<file path="src/rtl/button_event_decoder_pkg.sv">
// Shared event codes and FSM state encodings for the button event decoder
// and its downstream consumers.
package button_event_decoder_pkg;

  typedef enum logic [1:0] {
    EVT_NONE   = 2'b00,
    EVT_SHORT  = 2'b01,
    EVT_LONG   = 2'b10,
    EVT_DOUBLE = 2'b11
  } evt_code_t;

  typedef enum logic [2:0] {
    ST_IDLE      = 3'd0,
    ST_PRESS1    = 3'd1,
    ST_LONG_HELD = 3'd2,
    ST_GAP       = 3'd3,
    ST_PRESS2    = 3'd4
  } state_t;

  // Timer must hold the larger of the two timeouts without wrapping.
  function automatic int timer_width(input int long_time, input int dclick_time);
    int m;
    m = (long_time > dclick_time) ? long_time : dclick_time;
    return $clog2(m + 1);
  endfunction

endpackage

</file>
<file path="src/rtl/button_event_decoder_if.sv">
// Valid/ready event channel from the button decoder to its consumer.
interface button_event_decoder_if;
  import button_event_decoder_pkg::*;

  logic      evt_valid;
  logic      evt_ready;
  evt_code_t evt_code;
  logic      evt_drop;

  modport master (
    output evt_valid,
    output evt_code,
    output evt_drop,
    input  evt_ready
  );

  modport slave (
    input  evt_valid,
    input  evt_code,
    input  evt_drop,
    output evt_ready
  );

endinterface

</file>
<file path="src/rtl/button_event_decoder_evt_slot.sv">
// Single-entry valid/ready holding register; a new event arriving while the
// slot is stalled is discarded and flagged on drop for one cycle.
module evt_slot
  import button_event_decoder_pkg::*;
(
  input  logic      aclk,
  input  logic      srst,
  input  logic      emit,
  input  evt_code_t emit_code,
  input  logic      ready,
  output logic      valid,
  output evt_code_t code,
  output logic      drop
);

  logic      valid_reg;
  evt_code_t code_reg;
  logic      drop_reg;

  always_ff @(posedge aclk) begin
    if (srst) begin
      valid_reg <= 1'b0;
      code_reg  <= EVT_NONE;
      drop_reg  <= 1'b0;
    end else begin
      drop_reg <= emit & valid_reg & ~ready;
      if (emit && (!valid_reg || ready)) begin
        valid_reg <= 1'b1;
        code_reg  <= emit_code;
      end else if (valid_reg && ready) begin
        valid_reg <= 1'b0;
        code_reg  <= EVT_NONE;
      end
    end
  end

  assign valid = valid_reg;
  assign code  = code_reg;
  assign drop  = drop_reg;

endmodule

</file>
<file path="src/rtl/button_event_decoder.sv">
// Classifies debounced button gestures into SHORT, LONG and DOUBLE events and
// presents them through a single-entry valid/ready slot.
module button_event_decoder
  import button_event_decoder_pkg::*;
#(
  parameter int LONG_TIME   = 1000,
  parameter int DCLICK_TIME = 300
) (
  input  logic                   aclk,
  input  logic                   srst,
  input  logic                   button,
  button_event_decoder_if.master evt
);

  localparam int TW = timer_width(LONG_TIME, DCLICK_TIME);
  localparam logic [TW-1:0] LONG_LAST   = TW'(LONG_TIME - 1);
  localparam logic [TW-1:0] DCLICK_LAST = TW'(DCLICK_TIME - 1);
  localparam logic [TW-1:0] TIMER_MAX   = '1;

  logic          btn_q;
  state_t        state_reg, state_next;
  logic [TW-1:0] timer_reg, timer_next;
  logic          rise, fall;
  logic          emit;
  evt_code_t     emit_code;

  assign rise = button & ~btn_q;
  assign fall = ~button & btn_q;

  // btn_q resets high so a button held through reset produces no rise.
  always_ff @(posedge aclk) begin
    if (srst) begin
      btn_q     <= 1'b1;
      state_reg <= ST_IDLE;
      timer_reg <= '0;
    end else begin
      btn_q     <= button;
      state_reg <= state_next;
      timer_reg <= timer_next;
    end
  end

  always_comb begin
    state_next = state_reg;
    emit       = 1'b0;
    emit_code  = EVT_NONE;
    case (state_reg)
      ST_IDLE: begin
        if (rise) state_next = ST_PRESS1;
      end
      ST_PRESS1: begin
        if (fall) begin
          state_next = ST_GAP;
        end else if (timer_reg == LONG_LAST) begin
          emit       = 1'b1;
          emit_code  = EVT_LONG;
          state_next = ST_LONG_HELD;
        end
      end
      ST_LONG_HELD: begin
        if (fall) state_next = ST_IDLE;
      end
      ST_GAP: begin
        // A rise on the expiry cycle still counts as the second click.
        if (rise) begin
          state_next = ST_PRESS2;
        end else if (timer_reg == DCLICK_LAST) begin
          emit       = 1'b1;
          emit_code  = EVT_SHORT;
          state_next = ST_IDLE;
        end
      end
      ST_PRESS2: begin
        if (fall) begin
          emit       = 1'b1;
          emit_code  = EVT_DOUBLE;
          state_next = ST_IDLE;
        end
      end
      default: state_next = ST_IDLE;
    endcase
  end

  always_comb begin
    timer_next = timer_reg;
    if (state_next != state_reg) begin
      timer_next = '0;
    end else if ((state_reg == ST_PRESS1 || state_reg == ST_GAP) && timer_reg != TIMER_MAX) begin
      timer_next = timer_reg + 1'b1;
    end
  end

  evt_slot u_slot (
    .aclk      (aclk),
    .srst      (srst),
    .emit      (emit),
    .emit_code (emit_code),
    .ready     (evt.evt_ready),
    .valid     (evt.evt_valid),
    .code      (evt.evt_code),
    .drop      (evt.evt_drop)
  );

endmodule

</file>
<file path="src/flat_wrapper.sv">
// flat-port wrapper written by rule: the top's interface ports become plain ports
module button_event_decoder_flat import button_event_decoder_pkg::*;
#(
  parameter int LONG_TIME   = 1000,
  parameter int DCLICK_TIME = 300
)
  (aclk, srst, button, evt_evt_valid, evt_evt_code, evt_evt_drop, evt_evt_ready);
  button_event_decoder_if evt_i ();
  input  logic aclk;
  input  logic srst;
  input  logic button;
  output wire logic [$bits(evt_i.evt_valid)-1:0] evt_evt_valid;
  output wire logic [$bits(evt_i.evt_code)-1:0] evt_evt_code;
  output wire logic [$bits(evt_i.evt_drop)-1:0] evt_evt_drop;
  input wire logic [$bits(evt_i.evt_ready)-1:0] evt_evt_ready;
  assign evt_evt_valid = evt_i.evt_valid;
  assign evt_evt_code = evt_i.evt_code;
  assign evt_evt_drop = evt_i.evt_drop;
  assign evt_i.evt_ready = evt_evt_ready;
  button_event_decoder #(.LONG_TIME(LONG_TIME), .DCLICK_TIME(DCLICK_TIME)) u_core (.aclk(aclk), .srst(srst), .button(button), .evt(evt_i));
endmodule
</file>
<file path="config.mk">
export PLATFORM = sky130hd
export DESIGN_NAME = button_event_decoder_flat
export DESIGN_NICKNAME = d
export VERILOG_FILES = /design/src/rtl/button_event_decoder_pkg.sv /design/src/rtl/button_event_decoder_if.sv /design/src/rtl/button_event_decoder_evt_slot.sv /design/src/rtl/button_event_decoder.sv /design/src/flat_wrapper.sv
export SDC_FILE = /design/constraint.sdc
export NUM_CORES = 1
export LEC_CHECK = 0
export ABC_AREA = 1
export CORE_ASPECT_RATIO = 1.5
export CORE_MARGIN = 5
export CORE_UTILIZATION = 50
export CTS_BUF_LIST = sky130_fd_sc_hd__clkbuf_16
export DETAILED_ROUTE_END_ITERATION = 10
export PLACE_DENSITY = 0.68
export SYNTH_ARGS = -nofsm -noshare
export SYNTH_HDL_FRONTEND = slang
export SYNTH_SLANG_ARGS = --single-unit
</file>
<file path="constraint.sdc">
create_clock -name aclk -period 3.4 [get_ports aclk]
set_input_delay 0.68 -clock aclk [delete_from_list [all_inputs] [get_ports aclk]]
set_output_delay 0.68 -clock aclk [all_outputs]
set_load 0.005 [all_outputs]
</file>
After elaboration in Yosys (flattened, before gate mapping) --
Cells that the tools add are included.
Cells by class: eq/ne operators 8, add/subtract/negate cells 1, multiplexer cells 23, reduce and logical (&&, ||, !) cells 10, bitwise operators 7
Operator list (number):
- two-way mux 3 bit | 6
- two-way mux 2 bit | 6
- case mux 3 bit (4 select lines) | 1
- adder 10 x 1 -> 10 bit, second input constant | 1
- == test 10 bit, second input constant | 1
- == test 10 x 9 -> 1 bit, second input constant | 1
- != test 10 bit, second input constant | 1
- two-way mux 1 bit | 8
- == test 3 x 2 -> 1 bit, second input constant | 2
- case mux 2 bit (3 select lines) | 1
- bitwise AND 1 bit | 4
- OR reduction 2 bit | 2
- == test 3 x 1 -> 1 bit, second input constant | 1
- == test 3 bit, second input constant | 1
- logical AND 1 bit | 3
- logical NOT 3 bit | 1
- != test 3 bit | 1
- inverter 1 bit | 3
- case mux 1 bit (3 select lines) | 1
- logical OR 1 bit | 2
- nonzero test 2 bit | 1
- logical NOT 1 bit | 1
Storage, ports and cells: input port bits 4, word-level logic and storage cells 55, register bits 18, output and inout port bits 4

Depth between registers and ports, before layout --
Gate-level depths: netlist (run 1).
depth after elaboration 6, depth in mapped cells 11, depth with buffers taken out 10

Cells and area by module --
A second synthesis (run 1) with hierarchy kept.
Second synthesis, totals: cell total of the unflattened synthesis 141, area, all modules 979.7 um2
By module, submodules not included:
- button_event_decoder | times used 1, area an instance 832.0 um2, cells an instance 123
- evt_slot | times used 1, area an instance 147.6 um2, cells an instance 18

Worst setup path after synthesis (run 1) --
No wires, ideal clock.
path type input-to-reg, start point input button, end point register u_core.timer_reg[0], buffers on the path 0, data arrival time 1496 ps, setup time 65 ps, stages 10, setup slack 1838 ps, data required time 3335 ps, path through inv_2 nor2_1 nand2_1 o21ai_1 nand2_1 nand3_1 nand2_1 nand2_1 nand3_4 nor2_2
On the way: cells in the longest elaborated chain, start to end 6, elaborated cells between the ends (all ways) 10, classes of those cells eq/ne: 1; mux: 5; bitwise: 3; reduce/logical: 1
Ends and longest elaborated chain:
- start: declaration | line flat_wrapper.sv:11 | input logic button;
- inverter 1 bit | line button_event_decoder.sv:28 | assign fall = ~button & btn_q;
- bitwise AND 1 bit | line button_event_decoder.sv:28
- two-way mux 3 bit, on equally long branches | line button_event_decoder.sv:61, button_event_decoder.sv:74, button_event_decoder.sv:52
- case mux 3 bit (4 select lines) (*) | line button_event_decoder.sv:47 | case (state_reg)
- != test 3 bit (*) | line button_event_decoder.sv:86 | if (state_next != state_reg) begin
- OR reduction 2 bit (no source line) (*)
- end signal: assignment | line button_event_decoder.sv:39 | timer_reg <= timer_next;
- end: declaration | line button_event_decoder.sv:22 | logic [TW-1:0] timer_reg, timer_next;
Mark *: on every way between the ends. The rest lies on a longest branch, timed or not. A chain may end at the register's enable or synchronous reset.

Worst setup path in the final report (run 1) --
start point input button, end point register u_core.timer_reg[6]
Same word-level chain as after synthesis.

==> flow_metrics.env, run 1 <==
export IMPL_crit_slowest_cell="clkdlybuf4s50_1"
export IMPL_core_um2=2207
export IMPL_synth_edf_count=0
export IMPL_cap_violations=0
export IMPL_grt_usage_pct=15.16
export IMPL_post_cts_buffers=0
export IMPL_initial_core_util_pct=52.04
export IMPL_slowest_delay_ns=0.47
export IMPL_cts_resized=0
export IMPL_clk_path_buf_depth=2
export IMPL_p_int_mw=0.3865
export IMPL_numCtsBuffers=3
export IMPL_gp_congestion=0.8939
export IMPL_power_density_nw_per_um2=382.6
export IMPL_pre_cts_ws_ns=1.185
export IMPL_clk_pin_slew_ns=0.05
export IMPL_syn_instance_count=171
export IMPL_min_period_ns=1.967
export IMPL_leakage_nw=0.5386
export IMPL_nFillCells=216
export IMPL_grt_pass1_wl_mm=4.050
export IMPL_postSynthAreaPerCell_um2=6.717
export IMPL_portBuffers=7
export IMPL_synth_top_area_share_pct=31.37
export IMPL_antenna_found_initial=0
export IMPL_async_flop_share_pct=0
export IMPL_met2_usage_pct=29.03
export IMPL_crit_required_ns=3.58
export IMPL_fmax_ghz=0.5085
export IMPL_ys_seq_area_share_pct=31.37
export IMPL_area_delta_synth_final_pct=14.49
export IMPL_syn_num_nets=176
export IMPL_synth_commonest_cells="nand2_1 (37), inv_1 (30), dfxtp_1 (18), nand3_1 (18), nor2_1 (15)"
export IMPL_numClockSinks=18
export IMPL_path_class="in -> reg"
export IMPL_rsz0062_at_grt="false"
export IMPL_n_antenna_cell=0
export IMPL_sw_frac_of_total_pct=23.19
export IMPL_vias=1034
export IMPL_largest_register_ffs=10
export IMPL_ys_dominant_reg_cell="dfxtp_1"
export IMPL_clkLatencyLatePin_ns=0.25
export IMPL_path_delay_family="simple AND/OR/NAND/NOR gates"
export IMPL_setup_violations=0
export IMPL_slew_headroom_pct=82.87
export IMPL_tightest_slew_ns=0.2561
export IMPL_remaining_drc_errors=0
export IMPL_power_frac_seq_pct=43.5
export IMPL_multi_input_area_um2=645.6
export IMPL_p_sw_mw=0.1167
export IMPL_dr_pass1_iters=4
export IMPL_drive_gt1_share_pct=17.68
export IMPL_die_area_um2=3376
export IMPL_drt_iter0_drc=31
export IMPL_power_share_clock_pct=46.5
export IMPL_grt_use_met3_pct=2.581
export IMPL_hold_path_class="reg -> reg"
export IMPL_antenna_left=0
export IMPL_synthTopCellsByArea="dfxtp_1 (31%), nand2_1 (12%), inv_1 (9.8%), nand3_1 (7.8%), nor2_2 (6.0%)"
export IMPL_synth_cell_type_count=25
export IMPL_status="finished, final reports clean"
export IMPL_finalWorstSetupSlack_ns=1.433
export IMPL_worstPathArrival_ns=2.15
export IMPL_grt_overflow_total=0
export IMPL_yosysMostFrequentCell="nand2_1"
export IMPL_cp_max_fo=10
export IMPL_maxSlewViolCount=0
export IMPL_nNetsFinal=187
export IMPL_detailed_place_hpwl_mm=1.747
export IMPL_cts_root_buf="clkbuf_16"
export IMPL_core_rowCount=21
export IMPL_holdBufCountCts=0
export IMPL_path_common_cell="nand2_1"
export IMPL_h_tree_depth=1
export IMPL_critPathCaptureType="register"
export IMPL_seq_area_um2=360.3
export IMPL_hold_viol_final=0
export IMPL_cts_tree="done"
export IMPL_wirelength_mm=2.235
export IMPL_netlist_area_um2=1149
export IMPL_crit_buf_inv=2
export IMPL_vdd_drop_max_mv=0.3061
export IMPL_synth_top_cell_by_area="dfxtp_1"
export IMPL_yosys_warnings=0
export IMPL_worstSetupStartpointType="input port"
export IMPL_routedWlPerCell_um=10.96
export IMPL_fin_hold_ws_ns=0.4876
export IMPL_grt_max_degree=12
export IMPL_die_w_um=49.14
export IMPL_busiest_layer="met2"
export IMPL_p_comb_share_pct=10.0
export IMPL_io_pins=8
export IMPL_vias_per_cell=5.069
export IMPL_ys_ff_latch=18
export IMPL_setup_tns_final_ns=0
export IMPL_fp_dieH_um=68.70
export IMPL_period_share_pct=57.85
export IMPL_crit_chain="clkdlybuf4s50_1 > inv_2 > nor2_1 > nand2_1 > o21ai_1 > nand2_1 > nand3_1 > nand2_1 > nand2_1 > nand3_4 > nor2_2"
export IMPL_grt_pass1_vias=989
export IMPL_use_met1_pct=15.24
export IMPL_fin_skew_ns=0.003928
==> worst min-delay path, stage by stage (launching register included) <==
cell and delay (ns):
dfxtp_1 0.31, nand3_1 0.07, a21oi_1 0.06
==> placed cells by master (no fill, tap or decap) <==
cell type        instances
a21oi_1                  5
a21oi_2                  1
clkbuf_16                3
clkdlybuf4s50_1          7
clkinv_1                 1
dfxtp_1                 18
ha_1                     1
inv_1                   30
inv_2                    5
nand2_1                 37
nand2_2                  3
nand2_4                  2
nand3_1                 18
nand3_2                  1
nand3_4                  1
nand3b_1                 1
nand4_1                  4
nor2_1                  15
nor2_2                  11
nor2_4                   2
nor3_1                   1
nor3_2                   1
nor3_4                   1
o21ai_0                  4
o21ai_1                  2
xor2_1                   5
xor2_2                   1
==> layer usage <==
layer	wire, um	vias up
met5	0	-
met4	31	0
met3	95	4
met2	1212	23
met1	895	458
li1	-	549
==> kinds of logic after synthesis <==
family | count (synthesis) | synth area share (%)
compound gates | 12 | 5.555
fa+ha+maj | 1 | 1.089
buf+inv | 36 | 12.42
flops | 18 | 31.37
xor+xnor | 6 | 5.229
simple gates | 98 | 44.34
==> power by group through the flow <==
stage	clock, mW	sequential, mW	combinational (mW)
6_report	0.234	0.219	0.0501
5_1_grt	0.254	0.219	0.0571
4_1_cts	0.242	0.219	0.0506
3_5_place_dp	0	0.223	0.0500
3_3_place_gp	0	0.223	0.0492
2_1_floorplan	0	0.222	0.0405
==> worst paths after layout <==
kind                                      start                                  to  slack, ns  cells after the start
min          u_core.u_slot.code[0]$_SDFFE_PP0P_  u_core.u_slot.code[0]$_SDFFE_PP0P_       0.49                      2
max reg2reg    u_core.timer_reg[0]$_SDFFE_PP0P_    u_core.timer_reg[6]$_SDFFE_PP0P_       1.71                     10
max                                      button    u_core.timer_reg[6]$_SDFFE_PP0P_       1.43                     11
min reg2reg  u_core.u_slot.code[0]$_SDFFE_PP0P_  u_core.u_slot.code[0]$_SDFFE_PP0P_       0.49                      2
==> through the flow <==
stage | total power [mW] | instances | utilization [%] | area [um2]
floorplan | 0.2628 | 171 | - | 1149
global placement | 0.2724 | 200 | 56.01 | 1236
detailed placement | 0.2734 | 200 | 56.01 | 1236
CTS | 0.5117 | 204 | 59.58 | 1315
global route | 0.5302 | 204 | 59.58 | 1315
finish | 0.5032 | 204 | 59.58 | 1315
==> final cells by class <==
class                      instances  share of cell area (%)
multi-input combinational        117                   49.10
sequential                        18                   27.40
inverter                          35                   9.990
clock buffer                       3                   5.709
timing repair buffer               7                   5.328
tap                               23                   2.188
clock inverter                     1                  0.2854
No activity file was read; power rests on OpenSTA's default activity.
==> run 2: changes to the inputs <==
- PLACE_DENSITY: 0.68 -> 0.71
- clock period: 3.4 -> 1.78 ns (I/O delays scaled with it)
==> run 2 against run 1 <==
  * Total power grew 91%
  * First-iteration DRC count up 26%
  * Utilization rose by 2.2 points
  * Via count is 3.8% higher
  * Setup slack worse by 1.3 ns
  * Design area is 3.6% higher
  * Global-route usage is 0.14 points higher
  * Critical path type unchanged
  * Die area unchanged
  * Non-clock buffer count increased by 6
  * Worst hold slack worse by 0.013 ns
==> flow_metrics.env, run 2 (synthesized netlist as in run 1, its figures left out) <==
export IMPL_clkLatencyLatePin_ns=0.24
export IMPL_grt_pass1_wl_mm=4.091
export IMPL_largest_register_ffs=10
export IMPL_post_cts_buffers=0
export IMPL_top_layer_used="met4"
export IMPL_worstPathArrival_ns=1.78
export IMPL_clk_pin_slew_ns=0.05
export IMPL_path_delay_family="simple AND/OR/NAND/NOR gates"
export IMPL_wirelength_met1_um=867
export IMPL_die_area_um2=3376
export IMPL_cts_tree="done"
export IMPL_crit_chain="clkdlybuf4s50_1 > inv_2 > nor2_1 > nand2_1 > o21ai_1 > nand2_1 > nand3_1 > nand2_1 > nand2_1 > nand3_4 > nor2_2"
export IMPL_path_common_cell="nand2_1"
export IMPL_crit_slowest_cell="clkdlybuf4s50_1"
export IMPL_period_share_pct=90.10
export IMPL_power_density_nw_per_um2=706.1
export IMPL_die_w_um=49.14
export IMPL_initial_core_util_pct=52.04
export IMPL_power_share_clock_pct=45.4
export IMPL_gp_congestion=0.8877
export IMPL_drive_gt1_share_pct=20.86
export IMPL_tightest_slew_ns=0.2493
export IMPL_nFillCells=219
export IMPL_vdd_drop_max_mv=0.5390
export IMPL_wl_met2_mm=1.294
export IMPL_setup_violations=0
export IMPL_critPathCaptureType="register"
export IMPL_mostFrequentLayoutCells="nand2_1 (37), inv_1 (30), nand3_1 (18), dfxtp_1 (18), nor2_1 (15)"
export IMPL_dr_pass1_iters=4
export IMPL_cap_violations=0
export IMPL_crit_required_ns=1.96
export IMPL_vias_per_cell=5.110
export IMPL_antenna_left=0
export IMPL_slew_headroom_pct=83.33
export IMPL_routedWlPerCell_um=10.94
export IMPL_fp_dieH_um=68.70
export IMPL_portBuffers=7
export IMPL_numCtsBuffers=3
export IMPL_endpoint="u_core.timer_reg[7]$_SDFFE_PP0P_"
export IMPL_core_um2=2207
export IMPL_reg2reg_depth=10
export IMPL_wirelength_mm=2.298
export IMPL_p_comb_share_pct=11.2
export IMPL_crit_cells=11
export IMPL_grt_max_degree=12
export IMPL_core_rowCount=21
export IMPL_n_antenna_cell=0
export IMPL_min_period_ns=1.604
export IMPL_regToRegStartpoint="u_core.timer_reg[0]$_SDFFE_PP0P_"
export IMPL_nNetsFinal=193
export IMPL_cts_resized=0
export IMPL_path_class="in -> reg"
export IMPL_antenna_found_initial=0
export IMPL_area_delta_synth_final_pct=18.63
export IMPL_rsz0062_at_grt="false"
export IMPL_drt_iter0_drc=39
export IMPL_grt_usage_pct=15.30
export IMPL_r2r_slack_ns=0.18
export IMPL_worstSetupStartpointType="input port"
export IMPL_p_sw_mw=0.2152
export IMPL_crit_start="button"
export IMPL_grt_overflow_total=0
export IMPL_fin_skew_ns=0.003302
export IMPL_grt_pass1_vias=1033
export IMPL_met3WireLength_um=98
export IMPL_hold_viol_final=0
export IMPL_sw_frac_of_total_pct=22.36
export IMPL_p_total_mw=0.9622
export IMPL_fin_hold_ws_ns=0.4743
export IMPL_leakage_nw=0.5634
export IMPL_final_common_cell="nand2_1"
export IMPL_vias=1073
export IMPL_io_pins=8
export IMPL_detailed_place_hpwl_mm=1.860
export IMPL_rr_endpoint="u_core.timer_reg[7]$_SDFFE_PP0P_"
export IMPL_fmax_ghz=0.6235
export IMPL_numClockSinks=18
export IMPL_power_frac_seq_pct=43.4
export IMPL_p_int_mw=0.7470
export IMPL_crit_buf_inv=2
export IMPL_remaining_drc_errors=0
export IMPL_slowest_delay_ns=0.47
export IMPL_cts_root_buf="clkbuf_16"
export IMPL_maxSlewViolCount=0
export IMPL_h_tree_depth=1
export IMPL_hold_path_class="reg -> reg"
export IMPL_status="finished, final reports clean"
export IMPL_clk_path_buf_depth=2
export IMPL_cp_max_fo=10
export IMPL_holdBufCountCts=0
## run 2: changes by cell type in the layout (fill, tap and decap cells not counted)
cell / before / now
buf_4: 0 / 6
ha_2: 0 / 1
ha_1: 1 / 0
## run 2: cell type report
| class | instances | area (um2) | share of cell area, % |
|---|---|---|---|
| Timing Repair Buffer | 13 | 115.1 | 8.448 |
| Sequential cell | 18 | 360.3 | 26.45 |
| Clock buffer | 3 | 75.07 | 5.510 |
| Tap cell | 23 | 28.78 | 2.112 |
| Clock inverter | 1 | 3.754 | 0.2755 |
| Inverter | 35 | 131.4 | 9.642 |
| Multi-Input combinational cell | 117 | 648.1 | 47.57 |
## run 2: stage by stage
step | cells | instance area [um2] | util (%) | setup slack [ns] | TNS (ns)
2_1_floorplan | 171 | 1149 | - | 0.3056 | 0
6_report | 210 | 1363 | 61.73 | 0.1762 | 0
3_3_place_gp | 206 | 1281 | 58.05 | -0.06136 | -0.5670
4_1_cts | 210 | 1360 | 61.62 | 0.1282 | 0
3_5_place_dp | 206 | 1281 | 58.05 | -0.08255 | -0.7758
5_1_grt | 210 | 1363 | 61.73 | 0.02128 | 0
## run 2: worst reg2reg max path, delay by kind of cell (launching register included)
family	cells	cell delay, ns
simple gates	9	0.91
flops	1	0.34
fa+ha+maj	1	0.25
## run 2: power by group through the flow
| stage | sequential, mW | combinational (mW) | clock (mW) |
|---|---|---|---|
| floorplan | 0.424 | 0.0774 | 0 |
| global placement | 0.425 | 0.106 | 0 |
| detailed placement | 0.425 | 0.108 | 0 |
| CTS | 0.417 | 0.109 | 0.451 |
| global route | 0.417 | 0.120 | 0.483 |
| finish | 0.418 | 0.108 | 0.436 |
## run 2: layer usage
layer,GRT usage (%),vias up
li1,-,559
met1,14.21,488
met2,30.97,22
met3,3.011,4
met4,7.744,0
met5,0,-
## run 2: worst min-delay path by stage
stage / slack, ns / depth (start not counted) / end / from
2_1_floorplan: 0.43 / 1 / u_core.state_reg[2]$_SDFF_PP0_ / srst
3_3_place_gp: 0.47 / 2 / u_core.u_slot.code[0]$_SDFFE_PP0P_ / u_core.u_slot.code[0]$_SDFFE_PP0P_
3_5_place_dp: 0.47 / 2 / u_core.u_slot.code[0]$_SDFFE_PP0P_ / u_core.u_slot.code[0]$_SDFFE_PP0P_
4_1_cts: 0.48 / 2 / u_core.u_slot.code[0]$_SDFFE_PP0P_ / u_core.u_slot.code[0]$_SDFFE_PP0P_
5_1_grt: 0.51 / 2 / u_core.u_slot.code[1]$_SDFFE_PP0P_ / u_core.u_slot.code[1]$_SDFFE_PP0P_
6_report: 0.47 / 2 / u_core.u_slot.code[0]$_SDFFE_PP0P_ / u_core.u_slot.code[0]$_SDFFE_PP0P_
==> run 3: changes to the inputs <==
- PLACE_DENSITY: 0.71 -> 0.68
- clock period: 1.78 -> 1.85 ns (I/O delays scaled with it)
==> run 3 against run 2 <==
  * Sequential power down 3%
  * Register-to-register slack better by 0.11 ns
  * Cell count down 0.95%
  * First-iteration DRC count down 21%
  * Worst hold slack better by 0.0022 ns
  * Utilization down 0.17 points
  * Clock power about the same
  * Die area unchanged
  * Routed wire length down 0.17%
  * Non-clock buffer count down 2
  * Global-route usage up 0.63 points
==> flow_metrics.env, run 3 (synthesized netlist as in run 1, its figures left out) <==
export IMPL_status="finished, final reports clean"
export IMPL_cts_root_buf="clkbuf_16"
export IMPL_p_int_mw=0.7159
export IMPL_maxSlewViolCount=0
export IMPL_period_share_pct=87.86
export IMPL_clkLatencyLatePin_ns=0.25
export IMPL_path_class="in -> reg"
export IMPL_detailed_place_hpwl_mm=1.795
export IMPL_core_rowCount=21
export IMPL_remaining_drc_errors=0
export IMPL_p_comb_share_pct=10.4
export IMPL_slew_headroom_pct=83.24
export IMPL_vias_per_cell=4.957
export IMPL_drive_gt1_share_pct=20.54
export IMPL_crit_chain="clkdlybuf4s50_1 > inv_2 > nor2_1 > nand2_1 > o21ai_1 > nand2_1 > nand3_1 > nand2_1 > nand2_1 > nand3_4 > nor2_2"
export IMPL_die_area_um2=3376
export IMPL_power_frac_seq_pct=43.1
export IMPL_sw_frac_of_total_pct=23.55
export IMPL_antenna_left=0
export IMPL_fin_hold_ws_ns=0.4765
export IMPL_layout_cells_non_filler=208
export IMPL_top_layer_used="met4"
export IMPL_final_common_cell="nand2_1"
export IMPL_clk_pin_slew_ns=0.05
export IMPL_placed_area_um2=1266
export IMPL_worstSetupStartpointType="input port"
export IMPL_vias=1031
export IMPL_cap_violations=0
export IMPL_crit_slowest_cell="clkdlybuf4s50_1"
export IMPL_fp_dieH_um=68.70
export IMPL_seq_area_um2=361.6
export IMPL_vdd_drop_max_mv=0.6126
export IMPL_antenna_found_initial=0
export IMPL_wirelength_met1_um=914
export IMPL_dr_pass1_iters=4
export IMPL_critPathCaptureType="register"
export IMPL_wirelength_mm=2.294
export IMPL_met3WireLength_um=64
export IMPL_drt_iter0_drc=31
export IMPL_rsz0062_at_grt="false"
export IMPL_area_delta_synth_final_pct=18.30
export IMPL_fin_area_um2=1359
export IMPL_leakage_nw=0.5547
export IMPL_fmax_ghz=0.6152
export IMPL_holdBufCountCts=0
export IMPL_n_antenna_cell=0
export IMPL_gp_congestion=0.9436
export IMPL_clk_path_buf_depth=2
export IMPL_dpl_cell_count=204
export IMPL_io_pins=8
export IMPL_numClockSinks=18
export IMPL_initial_core_util_pct=52.04
export IMPL_utilization_pct=61.56
export IMPL_cp_max_fo=10
export IMPL_hold_viol_final=0
export IMPL_largest_register_ffs=10
export IMPL_path_common_cell="nand2_1"
export IMPL_p_sw_mw=0.2205
export IMPL_grt_max_degree=12
export IMPL_cts_tree="done"
export IMPL_numCtsBuffers=3
export IMPL_hold_path_class="reg -> reg"
export IMPL_worstPathArrival_ns=1.81
export IMPL_slowest_delay_ns=0.47
export IMPL_fin_skew_ns=0.002172
export IMPL_h_tree_depth=1
export IMPL_grt_pass1_wl_mm=4.243
export IMPL_grt_usage_pct=15.93
export IMPL_portBuffers=7
export IMPL_nNetsFinal=191
export IMPL_multi_input_area_um2=658.1
export IMPL_wl_met2_mm=1.259
export IMPL_nFillCells=220
export IMPL_die_w_um=49.14
export IMPL_grt_overflow_total=0
export IMPL_tightest_slew_ns=0.2495
export IMPL_mostFrequentLayoutCells="nand2_1 (37), inv_1 (30), nand3_1 (18)"
export IMPL_min_period_ns=1.625
export IMPL_core_um2=2207
export IMPL_setup_violations=0
export IMPL_crit_required_ns=2.03
export IMPL_grt_pass1_vias=1065
export IMPL_power_density_nw_per_um2=689.1
export IMPL_routedWlPerCell_um=11.03
export IMPL_power_share_clock_pct=46.5
[run 3: layout make-up]
cell class	instances	area share, %
Multi-Input combinational cell	117	48.43
Sequential cell	18	26.61
Inverter	35	9.669
Timing Repair Buffer	11	7.366
Clock buffer	3	5.525
Tap cell	23	2.118
Clock inverter	1	0.2762
[run 3: layer usage]
metal  track usage [%]  vias to the layer above
met3             2.796                        6
met4             7.744                        0
met1             14.45                      459
met2             33.06                       14
li1                  -                      552
met5                 0                        -
[run 3: critical path: cells and delay by family]
family	cells	cell delay, ns
AO/OA/AOI/OAI	1	0.07
buffers and inverters	2	0.51
AND/OR/NAND/NOR	8	0.84
[run 3: repair_timing]
item / 4_1_cts / 5_1_grt
buffers inserted: 0 / 0
endpoints found under the hold margin: 0 / 0
gates resized for setup: 0 / 3
endpoints found under the setup margin: 0 / 10
[run 3: final timing paths]
path,to,startpoint,cells after the start,slack (ns)
worst min register to register,u_core.u_slot.code[0]$_SDFFE_PP0P_,u_core.u_slot.code[0]$_SDFFE_PP0P_,2,0.48
worst max register to register,u_core.timer_reg[0]$_SDFFE_PP0P_,u_core.timer_reg[0]$_SDFFE_PP0P_,9,0.29
worst max-delay path,u_core.timer_reg[0]$_SDFFE_PP0P_,button,11,0.22
worst min-delay path,u_core.u_slot.code[0]$_SDFFE_PP0P_,u_core.u_slot.code[0]$_SDFFE_PP0P_,2,0.48
[run 3: power groups by stage]
stage / Combinational [mW] / Clock (mW) / Sequential, mW
2_1_floorplan: 0.0745 / 0 / 0.408
3_3_place_gp: 0.0960 / 0 / 0.410
3_5_place_dp: 0.0972 / 0 / 0.410
4_1_cts: 0.0982 / 0.447 / 0.402
5_1_grt: 0.112 / 0.461 / 0.405
6_report: 0.0977 / 0.435 / 0.404
[run 3: through the flow]
| stage | worst slack [ns] | power [mW] | setup TNS [ns] |
|---|---|---|---|
| after detailed placement | -0.04187 | 0.5075 | -0.3471 |
| final | 0.2245 | 0.9364 | 0 |
| after global routing | 0.05240 | 0.9782 | 0 |
| after floorplan | 0.3756 | 0.4829 | 0 |
| after CTS | 0.1325 | 0.9467 | 0 |
| after global placement | -0.009650 | 0.5063 | -0.04578 |
